===== config.mk =====
export PLATFORM = sky130hd
export DESIGN_NAME = eth_tx
export DESIGN_NICKNAME = d
export VERILOG_FILES = /design/src/rtl/eth_pkg.sv /design/src/rtl/eth_crc32_dibit.sv /design/src/rtl/eth_tx.sv
export SDC_FILE = /design/constraint.sdc
export NUM_CORES = 1
export LEC_CHECK = 0
export CAP_MARGIN = 10
export CORE_MARGIN = 2
export CORE_UTILIZATION = 45
export CTS_CLUSTER_SIZE = 8
export DETAILED_ROUTE_END_ITERATION = 10
export PLACE_DENSITY_LB_ADDON = 0.2
export SLEW_MARGIN = 20
export SYNTH_ARGS = -nofsm -noshare
export SYNTH_HDL_FRONTEND = slang
export SYNTH_SLANG_ARGS = --single-unit

===== constraint.sdc =====
create_clock -name clk -period 2.6 [get_ports clk]
set_input_delay 0.39 -clock clk [delete_from_list [all_inputs] [get_ports clk]]
set_output_delay 0.39 -clock clk [all_outputs]
set_load 0.05 [all_outputs]

===== src/rtl/eth_pkg.sv =====
// Shared Ethernet constants for the RMII bridge: FSM states, framing byte counts, CRC-32 values.
package eth_pkg;

  localparam logic [2:0] ST_IDLE     = 3'd0;
  localparam logic [2:0] ST_PREAMBLE = 3'd1;
  localparam logic [2:0] ST_DATA     = 3'd2;
  localparam logic [2:0] ST_FCS      = 3'd3;
  localparam logic [2:0] ST_IFG      = 3'd4;

  localparam logic [7:0] PREAMBLE_BYTE = 8'h55;
  localparam logic [7:0] SFD_BYTE      = 8'hD5;

  localparam int unsigned PREAMBLE_BYTES    = 8;
  localparam int unsigned HDR_BYTES         = 14;
  localparam int unsigned PAYLOAD_BYTES     = 5;
  localparam int unsigned MIN_PAYLOAD_BYTES = 46;
  localparam int unsigned FIELD_BYTES       = HDR_BYTES + PAYLOAD_BYTES;
  localparam int unsigned FCS_BYTES         = 4;
  localparam int unsigned IFG_CYCLES        = 48;

  localparam logic [31:0] CRC_POLY    = 32'hEDB8_8320;
  localparam logic [31:0] CRC_INIT    = 32'hFFFF_FFFF;
  localparam logic [31:0] CRC_RESIDUE = 32'hDEBB_20E3;

  // Dibit i of a byte, LSB-first wire order.
  function automatic logic [1:0] pick_dibit(input logic [7:0] b, input logic [1:0] i);
    logic [1:0] d;
    case (i)
      2'd0:    d = b[1:0];
      2'd1:    d = b[3:2];
      2'd2:    d = b[5:4];
      default: d = b[7:6];
    endcase
    return d;
  endfunction

endpackage


===== src/rtl/eth_crc32_dibit.sv =====
// Combinational reflected CRC-32 step for one RMII dibit (bit 0 consumed first).
module eth_crc32_dibit
  import eth_pkg::*;
(
  input  logic [31:0] crc,
  input  logic [1:0]  din,
  output logic [31:0] crc_next_c
);

  always_comb begin
    crc_next_c = crc;
    for (int i = 0; i < 2; i++) begin
      crc_next_c = (crc_next_c >> 1) ^ ({32{crc_next_c[0] ^ din[i]}} & CRC_POLY);
    end
  end

endmodule


===== src/rtl/eth_tx.sv =====
// RMII transmitter: one read-response word -> one Ethernet II frame, one dibit per clock.
// Build option ETH_TX_PAD_EN: zero-pad the payload to the 46-byte Ethernet minimum.
module eth_tx
  import eth_pkg::*;
#(
  parameter logic [47:0] FPGA_MAC  = 48'h69_69_5A_06_54_91,
  parameter logic [47:0] HOST_MAC  = 48'h00_E0_4C_68_1E_0C,
  parameter logic [15:0] ETHERTYPE = 16'h88_B5
) (
  input  logic        clk,
  input  logic        rst_n,
  input  logic [15:0] rdata_i,
  input  logic        rw_i,
  input  logic        valid_i,
  output logic        txen,
  output logic [1:0]  txd
);

`ifdef ETH_TX_PAD_EN
  localparam int unsigned DATA_BYTES = HDR_BYTES + MIN_PAYLOAD_BYTES;
`else
  localparam int unsigned DATA_BYTES = FIELD_BYTES;
`endif
  localparam int unsigned CNT_W    = 6;
  localparam int unsigned HDR_BITS = 8 * FIELD_BYTES;

  logic [2:0]       state, state_nxt;
  logic [CNT_W-1:0] cnt, cnt_nxt;
  logic [1:0]       dibit_cnt, dibit_nxt;
  logic [31:0]      crc, crc_nxt, crc_upd_c;
  logic [15:0]      data_q, data_nxt;
  logic             rw_q, rw_nxt;
  logic             txen_nxt;
  logic [1:0]       txd_nxt;

  logic [HDR_BITS-1:0] hdr;
  logic [7:0]          hdr_b [FIELD_BYTES];
  logic [7:0]          frame_byte, fcs_byte, pre_byte;
  logic [1:0]          data_dibit;
  logic                byte_end;

  // Fixed fields plus captured word, byte 0 = first on the wire; bytes past the end are pad.
  assign hdr = {HOST_MAC, FPGA_MAC, ETHERTYPE, 7'b0, rw_q, 16'h0000, data_q};
  for (genvar g = 0; g < FIELD_BYTES; g++) begin : g_hdr
    assign hdr_b[g] = hdr[HDR_BITS-1-8*g -: 8];
  end

  assign frame_byte = (cnt < CNT_W'(FIELD_BYTES)) ? hdr_b[cnt[4:0]] : 8'h00;
  assign pre_byte   = (cnt == CNT_W'(PREAMBLE_BYTES - 1)) ? SFD_BYTE : PREAMBLE_BYTE;
  assign data_dibit = pick_dibit(frame_byte, dibit_cnt);
  assign byte_end   = (dibit_cnt == 2'd3);

  // FCS is the complemented CRC, least significant byte first.
  always_comb begin
    case (cnt[1:0])
      2'd0:    fcs_byte = ~crc[7:0];
      2'd1:    fcs_byte = ~crc[15:8];
      2'd2:    fcs_byte = ~crc[23:16];
      default: fcs_byte = ~crc[31:24];
    endcase
  end

  eth_crc32_dibit u_crc (
    .crc        (crc),
    .din        (data_dibit),
    .crc_next_c (crc_upd_c)
  );

  always_ff @(posedge clk or negedge rst_n) begin
    if (!rst_n) begin
      state     <= ST_IDLE;
      cnt       <= '0;
      dibit_cnt <= '0;
      crc       <= CRC_INIT;
      data_q    <= '0;
      rw_q      <= 1'b0;
      txen      <= 1'b0;
      txd       <= 2'b00;
    end else begin
      state     <= state_nxt;
      cnt       <= cnt_nxt;
      dibit_cnt <= dibit_nxt;
      crc       <= crc_nxt;
      data_q    <= data_nxt;
      rw_q      <= rw_nxt;
      txen      <= txen_nxt;
      txd       <= txd_nxt;
    end
  end

  // Next state; TX pins register the dibit chosen by the current state/counters.
  always_comb begin
    state_nxt = state;
    cnt_nxt   = cnt;
    dibit_nxt = dibit_cnt;
    crc_nxt   = crc;
    data_nxt  = data_q;
    rw_nxt    = rw_q;
    txen_nxt  = 1'b0;
    txd_nxt   = 2'b00;
    case (state)
      ST_IDLE: begin
        if (valid_i) begin
          data_nxt  = rdata_i;
          rw_nxt    = rw_i;
          cnt_nxt   = '0;
          dibit_nxt = '0;
          crc_nxt   = CRC_INIT;
          state_nxt = ST_PREAMBLE;
        end
      end
      ST_PREAMBLE: begin
        txen_nxt  = 1'b1;
        txd_nxt   = pick_dibit(pre_byte, dibit_cnt);
        dibit_nxt = dibit_cnt + 2'd1;
        if (byte_end) begin
          if (cnt == CNT_W'(PREAMBLE_BYTES - 1)) begin
            cnt_nxt   = '0;
            state_nxt = ST_DATA;
          end else begin
            cnt_nxt = cnt + CNT_W'(1);
          end
        end
      end
      ST_DATA: begin
        txen_nxt  = 1'b1;
        txd_nxt   = data_dibit;
        crc_nxt   = crc_upd_c;
        dibit_nxt = dibit_cnt + 2'd1;
        if (byte_end) begin
          if (cnt == CNT_W'(DATA_BYTES - 1)) begin
            cnt_nxt   = '0;
            state_nxt = ST_FCS;
          end else begin
            cnt_nxt = cnt + CNT_W'(1);
          end
        end
      end
      ST_FCS: begin
        txen_nxt  = 1'b1;
        txd_nxt   = pick_dibit(fcs_byte, dibit_cnt);
        dibit_nxt = dibit_cnt + 2'd1;
        if (byte_end) begin
          if (cnt == CNT_W'(FCS_BYTES - 1)) begin
            cnt_nxt   = '0;
            state_nxt = ST_IFG;
          end else begin
            cnt_nxt = cnt + CNT_W'(1);
          end
        end
      end
      ST_IFG: begin
        // Output register lags by one cycle, so IFG_CYCLES-1 states give IFG_CYCLES idle cycles.
        if (cnt == CNT_W'(IFG_CYCLES - 2)) begin
          cnt_nxt   = '0;
          state_nxt = ST_IDLE;
        end else begin
          cnt_nxt = cnt + CNT_W'(1);
        end
      end
      default: state_nxt = ST_IDLE;
    endcase
  end

endmodule


==> key figures <==
Run status
  – Result of the run: completed

Pwr
  – Leak Pwr: around 1.9 nW
  – Pwr per Cell Area: 989 nW/um^2
  – Maximum resistive drop on vdd: 0.516 mV
  – Combinational power share: 52.4%
  – Clock network fraction of design power: 16.5%
  – Share of power burned in registers: between 30% and 40%
  – Total internal power: 2.87 mW
  – Net switching component of the power: 1.73 mW
  – Sw frac: between 30% and 40%

Final layout
  – Most frequent cells in the layout: 35 x sky130_fd_sc_hd__nor2_1, 32 x sky130_fd_sc_hd__dfstp_2, 29 x sky130_fd_sc_hd__dfrtp_1, 28 x sky130_fd_sc_hd__nand2_1, 25 x sky130_fd_sc_hd__a21oi_1
  – Share of the core filled with cells in the final layout: a little over half
  – Relative area change from synthesis to final layout: 16.9%
  – Count of fill cells added during filler insertion: 782
  – Proportion of layout cells with a drive suffix above 1: 21.8%
  – Most common cell after layout, fill and taps aside: sky130_fd_sc_hd__nor2_1
  – Net total in the final layout: between 400 and 500
  – # diodes: 0

Synth
  – Synthesized netlist net count: 428
  – Share of async-settable or async-resettable flops after synthesis: 100%
  – Total standard cell area after synthesis: 3980 um^2
  – #FFs+latches synth: 63
  – Synth Flop Type: sky130_fd_sc_hd__dfstp_2
  – Count of unique library cells instantiated by Yosys: 54
  – Number of enable-type register cells in the synthesized netlist: 0
  – Cell count after synthesis: 397
  – Avg Cell Area, Syn: 10.0 um^2
  – Sequential area share after synthesis: 40.7%
  – Yosys warning total: 0

Floorplanning
  – Area of the die: 9600 um^2
  – Vertical die dimension: slightly below 100 um
  – Initial core utilization: 46.0%
  – Standard cell core area: 8640 um^2
  – Number of top-level design ports: 23
  – Cell row count: 34
  – Width of the die: 98 um

Min path
  – Hold Crit Class: flop to flop
  – Startpoint of the lowest-slack hold path: crc[18]

Route
  – Overall routed net length: slightly above 9000 um
  – 1st-iter DRT viols: 240
  – Via Count: 3076
  – 1st-pass router iterations: 4
  – Vias/cell: 5.66
  – DRC violations left: 0
  – Antenna viol nets, final: 0
  – Avg WL per Cell: ~17 um

Global route
  – Aggregate global routing overflow: 0
  – Global-route wire length before repair: 15400 um
  – Number of global-route vias before repair: about 3000
  – GR Layer Usage met2: approximately a third
  – Antenna violations before repair: 0
  – Pin count of the biggest net entering global routing: 33
  – Layer with the highest usage after global routing: met2
  – Global router's overall resource usage: 20.0%
  – Met1 global-route usage: 28.6%
  – Met3 track demand over resource in global routing: under 10%

Clock network
  – Clock-pin slew of the registers on the worst-case setup and hold paths: 70 ps
  – TritonCTS Buffers: 9
  – Number of buffers on the longest clock path: 2
  – CTS Root Buffer Type: sky130_fd_sc_hd__clkbuf_8
  – Depth of the CTS H-tree: 3
  – Clock latency at the later pin of the worst-skew pair: around 340 ps
  – Number of sinks on the clock net: 63
  – Clock tree from TritonCTS: done

Worst setup path
  – Data required time at the worst endpoint: between 2000 and 3000 ps
  – Element type at the critical path start: flop
  – Worst Path Class, Setup: flop to flop
  – CP endpoint kind: flop
  – Critical path data arrival time: 2760 ps
  – Maximum fanout along the worst path: 9
  – Startpoint of the worst-slack reg-to-reg timing path: cnt[2]
  – Start point of the critical path: cnt[2]

Timing
  – Unrepaired setup endpoints after global routing: false
  – Setup-failing EPs final: 0
  – Tcrit/Tclk final: between 90% and 100%
  – Final number of hold-violating endpoints: 0
  – Minimum period implied by the final worst setup slack: 2480 ps
  – Worst relative slew slack: around 56%
  – Actual transition at the worst max-transition pin: roughly 660 ps
  – Final setup TNS: 0 ps
  – Post-route clock skew: 9.11 ps
  – Achievable clock frequency: 402 MHz
  – Count of final max-slew check failures: 0

Placement
  – Placer's final routability congestion estimate: 0.906
  – Count of buffers from port buffering: 22
  – Placed wire-length estimate after detailed placement: about 6300 um

Job
  – Max capacitance violation total: 0
==> synthesized netlist by cell type, types with 13 or more instances <==
library cell,n,area [um^2]
sky130_fd_sc_hd__a21oi_1,25,125
sky130_fd_sc_hd__dfstp_2,32,841
sky130_fd_sc_hd__o22a_1,18,158
sky130_fd_sc_hd__mux2_2,13,146
sky130_fd_sc_hd__xnor2_1,15,131
sky130_fd_sc_hd__inv_1,16,60.1
sky130_fd_sc_hd__o21ai_0,25,125
sky130_fd_sc_hd__xnor3_1,13,293
sky130_fd_sc_hd__nand2_1,28,105
sky130_fd_sc_hd__clkbuf_1,20,75.1
sky130_fd_sc_hd__xor2_1,14,123
sky130_fd_sc_hd__nor2_1,35,131
sky130_fd_sc_hd__dfrtp_1,31,776
sky130_fd_sc_hd__o22ai_1,13,81.3
==> path summary, 6_finish.rpt <==
check                             end  slack, ps  depth (start not counted)
setup / recovery              crc[19]        120                          8
hold / removal                crc[16]        480                          2
setup reg to reg              crc[19]        120                          8
hold reg to reg               crc[16]        480                          2
max in group asynchronous     crc[26]       1340                          3
min in group asynchronous  data_q[10]        510                          2
==> flip-flops by register name, indices dropped and copies added (netlist names) <==
register	cells
rw_q	1
crc	32
txen	1
txd	2
data_q	16
cnt	6
dibit_cnt	2
state	3
==> layer usage <==
layer,vias up,part of all wire [%]
met5,-,0
met3,14,3.4
met2,59,46
li1,1485,-
met1,1518,49
met4,0,1.6
==> kinds of logic after synthesis <==
group / after synthesis / share of synthesized area (%)
flops: 63 / 40.7
compound gates: 123 / 21.5
fa+ha+maj: 11 / 3.46
mux: 16 / 4.44
xor+xnor: 42 / 13.8
simple gates: 96 / 11.0
buf+inv: 46 / 5.16
==> through the flow <==
stage / instance area (um^2) / cells / hold slack, ps / setup slack, ps / total power, mW
floorplan: 3990 / 397 / 94.4 / 26.2 / 3.14
global placement: 4430 / 525 / 348 / 131 / 3.72
detailed placement: 4430 / 525 / 351 / 65.6 / 3.75
CTS: 4610 / 542 / 483 / 56.1 / 4.53
global route: 4650 / 543 / 514 / 1.89 / 4.91
finish: 4650 / 543 / 479 / 115 / 4.59
==> critical path, cell delays in order, from the launching register on <==
cell and delay [ps]:
sky130_fd_sc_hd__dfrtp_1 420, sky130_fd_sc_hd__or3b_1 430, sky130_fd_sc_hd__a21o_1 230, sky130_fd_sc_hd__o22ai_1 290
sky130_fd_sc_hd__a2111oi_4 130, sky130_fd_sc_hd__a31oi_4 190, sky130_fd_sc_hd__buf_12 150, sky130_fd_sc_hd__xnor3_1 380
sky130_fd_sc_hd__o22a_1 190
==> power groups by stage <==
stage / logic (mW) / registers [mW] / clock network, mW
final: 2.41 / 1.43 / 0.758
after global routing: 2.62 / 1.46 / 0.823
after global placement: 2.28 / 1.43 / 0
after CTS: 2.32 / 1.43 / 0.778
after detailed placement: 2.31 / 1.44 / 0
after floorplan: 1.72 / 1.42 / 0
==> cell type report <==
cell class | count | area [um^2] | area share, %
tap | 108 | 135 | 2.91
timing repair buffer | 49 | 470 | 10.1
inverter | 19 | 71.3 | 1.53
multi-input combinational | 288 | 2180 | 47.0
sequential | 63 | 1620 | 34.8
clock inverter | 4 | 21.3 | 0.458
clock buffer | 12 | 145 | 3.12
==> what timing repair did <==
action | 4_1_cts | 5_1_grt
setup buffers | 0 | 1
endpoints found under the setup margin | 0 | 17
endpoints found under the hold margin | 10 | 0
resized for setup | 0 | 6
hold buffers | 1 | 0
Note: power is estimated with default switching activity, not from simulation.
